`config.mk`:
```
export PLATFORM = sky130hd
export DESIGN_NAME = dmem_access_ctrl_flat
export DESIGN_NICKNAME = d
export VERILOG_FILES = /design/src/rtl/dmem_access_ctrl_if.sv /design/src/rtl/dmem_access_ctrl.sv /design/src/flat_wrapper.sv
export SDC_FILE = /design/constraint.sdc
export NUM_CORES = 1
export LEC_CHECK = 0
export ABC_AREA = 1
export BUFFER_PORTS_ARGS = -buffer_cell sky130_fd_sc_hd__buf_2
export CAP_MARGIN = 20
export CORE_ASPECT_RATIO = 0.7
export CORE_MARGIN = 5
export CORE_UTILIZATION = 52
export CTS_CLUSTER_DIAMETER = 200
export DETAILED_ROUTE_END_ITERATION = 7
export PLACE_DENSITY = 0.79
export SLEW_MARGIN = 30
export SYNTH_ARGS = -nofsm -noshare
export SYNTH_HDL_FRONTEND = slang
export SYNTH_SLANG_ARGS = --single-unit
```
`constraint.sdc`:
```
create_clock -name clk -period 1.5 [get_ports clk]
set_input_delay 0.075 -clock clk [delete_from_list [all_inputs] [get_ports clk]]
set_output_delay 0.075 -clock clk [all_outputs]
set_load 0.005 [all_outputs]
```
`src/rtl/dmem_access_ctrl_if.sv`:
```
// Bundles the command/response handshake with the data-memory pin bus.
// slave: controller view; master: core + memory view.
interface dmem_access_ctrl_if #(
  parameter int ADDR_W = 4,
  parameter int DATA_W = 8
);
  logic              req_valid;
  logic              req_ready;
  logic [1:0]        req_op;
  logic [ADDR_W-1:0] req_addr;
  logic [ADDR_W-1:0] req_dst;
  logic [ADDR_W-1:0] req_len;
  logic [DATA_W-1:0] req_data;
  logic              rsp_valid;
  logic              rsp_ready;
  logic [DATA_W-1:0] rsp_data;
  logic              mem_E;
  logic              mem_WE;
  logic [ADDR_W-1:0] mem_Addr;
  logic [DATA_W-1:0] mem_DataIn;
  logic [DATA_W-1:0] mem_DataOut;

  modport slave (
    input  req_valid, req_op, req_addr, req_dst, req_len, req_data, rsp_ready, mem_DataOut,
    output req_ready, rsp_valid, rsp_data, mem_E, mem_WE, mem_Addr, mem_DataIn
  );

  modport master (
    output req_valid, req_op, req_addr, req_dst, req_len, req_data, rsp_ready, mem_DataOut,
    input  req_ready, rsp_valid, rsp_data, mem_E, mem_WE, mem_Addr, mem_DataIn
  );
endinterface

```
`src/rtl/dmem_access_ctrl.sv`:
```
// Data-memory access controller: single LOAD/STORE plus COPY/FILL block ops
// sequenced as a tiny DMA engine against a combinational-read, sync-write memory.
module dmem_access_ctrl #(
  parameter int ADDR_W = 4,
  parameter int DATA_W = 8
) (
  input  logic                clk,
  input  logic                rst,
  dmem_access_ctrl_if.slave   bus
);
  localparam logic [2:0] S_IDLE  = 3'd0;
  localparam logic [2:0] S_LOAD  = 3'd1;
  localparam logic [2:0] S_STORE = 3'd2;
  localparam logic [2:0] S_CP_RD = 3'd3;
  localparam logic [2:0] S_CP_WR = 3'd4;
  localparam logic [2:0] S_FILL  = 3'd5;
  localparam logic [2:0] S_RSP   = 3'd6;

  localparam logic [1:0] OP_LOAD  = 2'b00;
  localparam logic [1:0] OP_STORE = 2'b01;
  localparam logic [1:0] OP_COPY  = 2'b10;
  localparam logic [1:0] OP_FILL  = 2'b11;

  localparam logic [ADDR_W-1:0] ONE = ADDR_W'(1);

  logic [2:0]        state;
  logic [ADDR_W-1:0] src, dst, cnt, mem_addr;
  // data_buf drives mem_DataIn directly: it is the STORE/FILL datum and the COPY byte buffer
  logic [DATA_W-1:0] data_buf, rsp_data;
  logic              accept;

  assign bus.req_ready  = (state == S_IDLE) & ~rst;
  assign accept         = bus.req_valid & bus.req_ready;
  assign bus.rsp_valid  = (state == S_RSP);
  assign bus.rsp_data   = rsp_data;
  assign bus.mem_Addr   = mem_addr;
  assign bus.mem_DataIn = data_buf;

  // Memory strobes decode straight from state so an async reset kills them at once
  always_comb begin
    bus.mem_E  = 1'b0;
    bus.mem_WE = 1'b0;
    case (state)
      S_LOAD, S_CP_RD:          bus.mem_E = 1'b1;
      S_STORE, S_CP_WR, S_FILL: begin
        bus.mem_E  = 1'b1;
        bus.mem_WE = 1'b1;
      end
      default: ;
    endcase
  end

  // Command sequencer: latches the request on accept, then walks addresses per op
  always_ff @(posedge clk or posedge rst) begin
    if (rst) begin
      state    <= S_IDLE;
      src      <= '0;
      dst      <= '0;
      cnt      <= '0;
      mem_addr <= '0;
      data_buf <= '0;
      rsp_data <= '0;
    end else begin
      case (state)
        S_IDLE: if (accept) begin
          mem_addr <= bus.req_addr;
          src      <= bus.req_addr;
          dst      <= bus.req_dst;
          cnt      <= bus.req_len;
          rsp_data <= '0;
          case (bus.req_op)
            OP_LOAD:  state <= S_LOAD;
            OP_STORE: begin
              data_buf <= bus.req_data;
              state    <= S_STORE;
            end
            OP_COPY:  state <= S_CP_RD;
            OP_FILL:  begin
              data_buf <= bus.req_data;
              state    <= S_FILL;
            end
            default:  state <= S_IDLE;
          endcase
        end
        S_LOAD: begin
          rsp_data <= bus.mem_DataOut;
          state    <= S_RSP;
        end
        S_STORE: state <= S_RSP;
        S_FILL: begin
          cnt      <= cnt - ONE;
          mem_addr <= mem_addr + ONE;
          if (cnt == '0) state <= S_RSP;
        end
        S_CP_RD: begin
          data_buf <= bus.mem_DataOut;
          mem_addr <= dst;
          state    <= S_CP_WR;
        end
        S_CP_WR: begin
          // Ascending order: an overlapping dst>src range re-reads freshly written bytes
          src <= src + ONE;
          dst <= dst + ONE;
          cnt <= cnt - ONE;
          if (cnt == '0) begin
            state <= S_RSP;
          end else begin
            mem_addr <= src + ONE;
            state    <= S_CP_RD;
          end
        end
        S_RSP: if (bus.rsp_ready) state <= S_IDLE;
        default: state <= S_IDLE;
      endcase
    end
  end
endmodule

```
`src/flat_wrapper.sv`:
```
// flat-port wrapper written by rule: the top's interface ports become plain ports
module dmem_access_ctrl_flat 
#(
  parameter int ADDR_W = 4,
  parameter int DATA_W = 8
)
  (clk, rst, bus_req_valid, bus_req_op, bus_req_addr, bus_req_dst, bus_req_len, bus_req_data, bus_rsp_ready, bus_mem_DataOut, bus_req_ready, bus_rsp_valid, bus_rsp_data, bus_mem_E, bus_mem_WE, bus_mem_Addr, bus_mem_DataIn);
  dmem_access_ctrl_if #(.ADDR_W(ADDR_W), .DATA_W(DATA_W)) bus_i ();
  input  logic clk;
  input  logic rst;
  input wire logic [$bits(bus_i.req_valid)-1:0] bus_req_valid;
  input wire logic [$bits(bus_i.req_op)-1:0] bus_req_op;
  input wire logic [$bits(bus_i.req_addr)-1:0] bus_req_addr;
  input wire logic [$bits(bus_i.req_dst)-1:0] bus_req_dst;
  input wire logic [$bits(bus_i.req_len)-1:0] bus_req_len;
  input wire logic [$bits(bus_i.req_data)-1:0] bus_req_data;
  input wire logic [$bits(bus_i.rsp_ready)-1:0] bus_rsp_ready;
  input wire logic [$bits(bus_i.mem_DataOut)-1:0] bus_mem_DataOut;
  output wire logic [$bits(bus_i.req_ready)-1:0] bus_req_ready;
  output wire logic [$bits(bus_i.rsp_valid)-1:0] bus_rsp_valid;
  output wire logic [$bits(bus_i.rsp_data)-1:0] bus_rsp_data;
  output wire logic [$bits(bus_i.mem_E)-1:0] bus_mem_E;
  output wire logic [$bits(bus_i.mem_WE)-1:0] bus_mem_WE;
  output wire logic [$bits(bus_i.mem_Addr)-1:0] bus_mem_Addr;
  output wire logic [$bits(bus_i.mem_DataIn)-1:0] bus_mem_DataIn;
  assign bus_i.req_valid = bus_req_valid;
  assign bus_i.req_op = bus_req_op;
  assign bus_i.req_addr = bus_req_addr;
  assign bus_i.req_dst = bus_req_dst;
  assign bus_i.req_len = bus_req_len;
  assign bus_i.req_data = bus_req_data;
  assign bus_i.rsp_ready = bus_rsp_ready;
  assign bus_i.mem_DataOut = bus_mem_DataOut;
  assign bus_req_ready = bus_i.req_ready;
  assign bus_rsp_valid = bus_i.rsp_valid;
  assign bus_rsp_data = bus_i.rsp_data;
  assign bus_mem_E = bus_i.mem_E;
  assign bus_mem_WE = bus_i.mem_WE;
  assign bus_mem_Addr = bus_i.mem_Addr;
  assign bus_mem_DataIn = bus_i.mem_DataIn;
  dmem_access_ctrl #(.ADDR_W(ADDR_W), .DATA_W(DATA_W)) u_core (.clk(clk), .rst(rst), .bus(bus_i));
endmodule
```
Word level (Yosys, flattened, before mapping)

Index checks and enable logic that the tools add are counted.

Register bits: 35
Bits of input ports: 34
Output and inout port bits: 24
Word-level logic and storage cells: 68

Add/sub/neg operators: 4
Equal/unequal tests: 14
Muxes and demuxes: 21
Bitwise logic cells: 3
Reductions and logical operators: 19

Operator list:

| operator                                              | count |
|---|---|
| one-hot mux 8 bit (2 select lines)                    | 2 |
| 2-to-1 mux 8 bit                                      | 3 |
| one-hot mux 4 bit (2 select lines)                    | 3 |
| one-hot mux 3 bit (6 select lines)                    | 1 |
| 2-to-1 mux 4 bit                                      | 4 |
| one-hot mux 4 bit (4 select lines)                    | 1 |
| adder 4 x 1 -> 4 bit, second input constant           | 3 |
| 2-to-1 mux 3 bit                                      | 4 |
| one-hot mux 3 bit (4 select lines)                    | 1 |
| equality test 3 bit, second input constant            | 3 |
| AND reduction 3 bit                                   | 3 |
| nonzero test 2 bit                                    | 4 |
| equality test 3 x 2 -> 1 bit, second input constant   | 2 |
| inequality test 2 bit, second input constant          | 3 |
| AND reduction 2 bit                                   | 3 |
| OR reduction 2 bit                                    | 3 |
| OR reduction 5 bit                                    | 1 |
| equality test 2 bit, second input constant            | 2 |
| zero test 4 bit                                       | 1 |
| inequality test 2 x 1 -> 1 bit, second input constant | 2 |
| nonzero test 4 bit                                    | 1 |
| subtractor 4 x 1 -> 4 bit, second input constant      | 1 |
| equality test 3 x 1 -> 1 bit, second input constant   | 1 |
| zero test 3 bit                                       | 1 |
| other kinds (6)                                       | 8 |

Logic depth before layout (Yosys ltp)

Depth after elaboration: 5
Depth in mapped cells: 10
Depth with buffers taken out: 9

Worst setup path before layout

No wires, ideal clock.

Path kind: reg-to-reg
Start: reg u_core.state[1]
End: reg u_core.cnt[1]
Setup time: 0.125 ns
Arrival time: 1.235 ns
Required time: 1.375 ns
Slack: 0.140 ns
Cell stages (with the launch flop): 10
Path buffers: 1
Clock period less this slack: 1.360 ns
Cell sequence: dfrtp_1 -> nor2_4 -> nand2_2 -> nor2_4 -> nand2_2 -> buf_6 -> nand2_2 -> inv_2 -> nand2_1 -> nand3_1

Word-level cells in the longest chain between the ends: 5
Elaborated cells between the ends (all ways): 10
Those cells by class: eq/ne: 3; mux: 1; bitwise: 2; reduce/logical: 4

Ends and longest elaborated chain:

| what                                            | line                    | text |
|---|---|---|
| start, declared                                 | dmem_access_ctrl.sv:26  | `logic [2:0] state;` |
| start signal, assigned                          | dmem_access_ctrl.sv:56  | `state <= S_IDLE;` |
| start signal, assigned                          | dmem_access_ctrl.sv:72  | `OP_LOAD: state <= S_LOAD;` |
| start signal, assigned                          | dmem_access_ctrl.sv:75  | `state <= S_STORE;` |
| zero test 3 bit                                 | dmem_access_ctrl.sv:32  | `assign bus.req_ready = (state == S_IDLE) & ~rst;` |
| bitwise AND 1 bit                               | dmem_access_ctrl.sv:32  |  |
| net bus_req_ready                               | flat_wrapper.sv:19      | `output wire logic [$bits(bus_i.req_ready)-1:0] bus_req_ready;` |
| bitwise AND 1 bit                               | dmem_access_ctrl.sv:33  | `assign accept = bus.req_valid & bus.req_ready;` |
| inequality test 2 x 1 -> 1 bit (no source line) | n/a                     |  |
| AND reduction 2 bit (no source line)            | n/a                     |  |
| end signal, assigned                            | dmem_access_ctrl.sv:69  | `cnt <= bus.req_len;` |
| end signal, assigned                            | dmem_access_ctrl.sv:91  | `cnt <= cnt - ONE;` |
| end signal, assigned                            | dmem_access_ctrl.sv:104 | `cnt <= cnt - ONE;` |
| end, declared                                   | dmem_access_ctrl.sv:27  | `logic [ADDR_W-1:0] src, dst, cnt, mem_addr;` |

The timed path passes the listed nets, and every way through them passes these cells.
A chain may end at the register's enable or synchronous reset.

Worst setup path in the final report

Start: reg u_core.state[1]
End: reg u_core.data_buf[0], in the netlist u_core.bus.mem_DataIn[0]

Word-level cells in the longest chain between the ends: 5
Elaborated cells between the ends (all ways): 9
Those cells by class: eq/ne: 3; mux: 1; bitwise: 2; reduce/logical: 3

Ends and longest elaborated chain:

| what                                            | line                                           | text |
|---|---|---|
| zero test 3 bit                                 | dmem_access_ctrl.sv:32, dmem_access_ctrl.sv:64 |  |
| bitwise AND 1 bit                               | dmem_access_ctrl.sv:32                         |  |
| bitwise AND 1 bit                               | dmem_access_ctrl.sv:33                         |  |
| inequality test 2 x 1 -> 1 bit (no source line) | n/a                                            |  |
| AND reduction 3 bit (no source line)            | n/a                                            |  |
| end signal, assigned                            | dmem_access_ctrl.sv:74                         | `data_buf <= bus.req_data;` |
| end signal, assigned                            | dmem_access_ctrl.sv:79                         | `data_buf <= bus.req_data;` |
| end signal, assigned                            | dmem_access_ctrl.sv:96                         | `data_buf <= bus.mem_DataOut;` |
| end, declared                                   | dmem_access_ctrl.sv:29                         | `logic [DATA_W-1:0] data_buf, rsp_data;` |

Several ways; a longest one is shown, not always the timed one.

==> results.sh <==
export IMPL_status="completed"
export IMPL_max_stage_delay_ns=0.46
export IMPL_crit_chain="nor2_4 -> o211ai_1 -> buf_4 -> buf_4 -> nand3_1 -> nand2_1"
export IMPL_die_area_um2=5442
export IMPL_synth_top_area_cell="dfrtp_1"
export IMPL_nets=406
export IMPL_pin_count=58
export IMPL_core_um2=3923
export IMPL_wl_mm=5.244
export IMPL_gp_congestion=0.8970
export IMPL_synth_ff_type="dfrtp_1"
export IMPL_netSwitchingFraction_pct=45.31
export IMPL_io_buffers=57
export IMPL_reg2reg_depth=6
export IMPL_cts_made_buffers=5
export IMPL_p_clk_share_pct=12.0
export IMPL_worst_r2r_setup_slack_ns=0.04
export IMPL_synth_avg_cell_area_um2=7.212
export IMPL_post_dp_cell_area_um2=2521
export IMPL_synthTopCellsByArea="dfrtp_1 42%, nand2_1 16%, nand3_1 8.1%"
export IMPL_vias=2121
export IMPL_critical_path_slowest_cell="dfrtp_2"
export IMPL_critPathArrivalTime_ns=1.63
export IMPL_tightest_slew_ns=0.4185
export IMPL_grt_antenna_before_repair=0
export IMPL_die_x_um=86.06
export IMPL_r2r_end="u_core.bus.mem_DataIn[0]"
export IMPL_crit_top_cell="buf_4"
export IMPL_ant_nets=0
export IMPL_fin_crit_ns=1.463
export IMPL_yosysSeqAreaShare_pct=41.59
export IMPL_htree_levels=2
export IMPL_p_sw_mw=2.435
export IMPL_vias_per_cell=5.074
export IMPL_cts_path_max_buffers=2
export IMPL_num_rows=19
export IMPL_powerDensity_nw_per_um2=2029
export IMPL_n_antenna_cell=0
export IMPL_synth_cell_type_count=26
export IMPL_fin_setup_tns_ns=0
export IMPL_fin_skew_ns=0.005201
export IMPL_seq_power_share_pct=33.5
export IMPL_clkTransAtPathRegs_ns=0.07
export IMPL_drtPass1Iterations=4
export IMPL_drt_iter0_markers=107
export IMPL_hpwl_mm=4.209
export IMPL_p_comb_share_pct=54.5
export IMPL_final_layout_size_suffix_gt1_share_pct=28.14
export IMPL_clock_latency_ns=0.28
export IMPL_path_class="reg2reg"
export IMPL_crit_fanout=8
export IMPL_r2r_start="u_core.state[1]"
export IMPL_path_delay_family="flip-flops"
export IMPL_worstHoldStart="bus_req_dst[3]"
export IMPL_synth_most_common_cell="nand2_1"
export IMPL_cp_num_buf_inv=2
export IMPL_grt_ovfl_total=0
export IMPL_detail_route_wl_per_cell_um=12.55
export IMPL_cts_tree="yes"
export IMPL_drc=0
export IMPL_grt_pass1_vias=1947
export IMPL_grt_max_degree=32
export IMPL_synth_common_cells="89 x nand2_1, 35 x dfrtp_1, 34 x nand3_1, 34 x o21ai_0, 32 x inv_1"
export IMPL_leakage_nw=1.524
export IMPL_finalInstanceArea_um2=2649
export IMPL_crit_required_ns=1.67
export IMPL_endpoint_kind="register"
export IMPL_rsz0062_at_grt="true"
export IMPL_maxCapViolations=0
export IMPL_mappedNetlistNets=333
export IMPL_cts_root_buf="clkbuf_8"
export IMPL_fmax_mhz=683.7
export IMPL_synth_top_cell_area_share_pct=41.59
export IMPL_p_int_mw=2.939
export IMPL_syn_cell_area_um2=2106
export IMPL_cts_sinks=35
export IMPL_synth_edf_count=0
export IMPL_yosys_warnings=0
export IMPL_final_hold_violation_count=0
export IMPL_whs_endpoint="u_core.dst[3]"
export IMPL_synth_seq_cells=35
export IMPL_syn2layout_area_growth_pct=25.79
export IMPL_initial_core_util_pct=53.68
export IMPL_track_usage_pct=20.07
export IMPL_start_kind="register"
export IMPL_slew_viol_final=0
export IMPL_grt_pass1_wl_mm=8.756
export IMPL_hold_path_class="in2reg"
export IMPL_die_h_um=63.24
export IMPL_setup_viol=0
export IMPL_vdd_drop_max_mv=1.060
export IMPL_min_path_cells=3
export IMPL_synthArstFlopShare_pct=100.0
export IMPL_maxSlewHeadroom_pct=71.97
export IMPL_synthCells=292
export IMPL_fin_crit_sh_pct=97.51
==> sequential cells by signal, indices dropped and copies added (netlist names) <==
signal                 cells
u_core.bus.mem_Addr        4
u_core.bus.mem_DataIn      8
u_core.bus.rsp_data        8
u_core.cnt                 4
u_core.dst                 4
u_core.src                 4
u_core.state               3
==> repair_timing <==
item,CTS,global route
hold buffers,1,0
pin swaps,0,2
endpoints found under the hold margin,4,0
buffers inserted,0,2
resized for setup,4,7
endpoints found under the setup margin,2,25
==> cell families after synthesis <==
| logic type | count (synthesis) | share of synthesized area (%) |
|---|---|---|
| AO/OA/AOI/OAI | 48 | 12.12 |
| flip-flops | 35 | 41.59 |
| XOR/XNOR | 2 | 0.8320 |
| AND/OR/NAND/NOR | 156 | 32.62 |
| adder cells (fa/ha/maj) | 7 | 4.159 |
| buffers and inverters | 44 | 8.675 |
==> through the flow <==
stage | hold WS, ns | worst slack (ns) | utilization, % | std cells | total power [mW]
CTS | 0.02246 | 0.01871 | 66.83 | 416 | 5.312
global placement | 0.05451 | 0.1126 | 64.27 | 407 | 4.509
detailed placement | 0.04742 | 0.01673 | 64.27 | 407 | 4.622
finish | 0.02385 | 0.03737 | 67.53 | 418 | 5.374
floorplan | 0.1725 | 0.1398 | - | 292 | 3.610
global route | 0.03844 | -0.05273 | 67.53 | 418 | 5.931
==> routing by layer <==
metal  up-vias  track usage (%)  part of all wire (%)
li1       1084                -                     -
met1       963            30.64                    48
met2        61            28.46                    44
met3        13            3.906                   6.7
met4         0            5.929                   1.5
met5         -                0                     0
==> placed cells by master, fill, tap and decap left out, drive strengths merged <==
| master | netlist | routed |
|---|---|---|
| dlygate4sd3 | 0 | 1 |
| clkbuf | 1 | 7 |
| xor2 | 1 | 1 |
| xnor2 | 1 | 1 |
| buf | 5 | 71 |
| a31o | 1 | 1 |
| dfrtp | 35 | 35 |
| o211ai | 3 | 3 |
| clkinv | 0 | 1 |
| o21ai | 37 | 37 |
| nand2 | 94 | 94 |
| nor2 | 20 | 20 |
| nand4 | 2 | 2 |
| ha | 7 | 7 |
| or2 | 3 | 3 |
| nand3 | 37 | 37 |
| inv | 38 | 38 |
| a21oi | 7 | 7 |
==> power by group through the flow <==
stage / sequential (mW) / combinational, mW / clock [mW]
floorplan: 1.77 / 1.84 / 0
global placement: 1.79 / 2.72 / 0
detailed placement: 1.80 / 2.82 / 0
CTS: 1.79 / 2.86 / 0.656
global route: 1.87 / 3.37 / 0.690
finish: 1.80 / 2.93 / 0.645
==> final cells by class <==
type | count | area, um^2
tap | 52 | 65.06
fill | 350 | 1274
multi-input combinational | 213 | 1066
sequential | 35 | 878.3
timing repair buffer | 72 | 412.9
clock inverter | 1 | 5.005
clock buffer | 7 | 76.32
inverter | 38 | 145.1
==> how the worst max path moves through the flow <==
stage,to,slack [ns],cells after the start,from
floorplan,u_core.cnt[1],0.14,9,u_core.state[1]
global placement,u_core.bus.mem_DataIn[5],0.11,7,u_core.state[1]
detailed placement,u_core.bus.mem_DataIn[5],0.02,7,u_core.state[1]
CTS,u_core.bus.mem_DataIn[5],0.02,7,u_core.state[1]
global route,u_core.bus.mem_DataIn[2],-0.05,7,u_core.state[1]
finish,u_core.bus.mem_DataIn[0],0.04,6,u_core.state[1]
==> worst min-delay path, delay by kind of cell <==
kind	cells	cell delay (ns)
and+or+nand+nor	2	0.12
buffers and inverters	1	0.08
No activity file was read; power rests on OpenSTA's default activity.
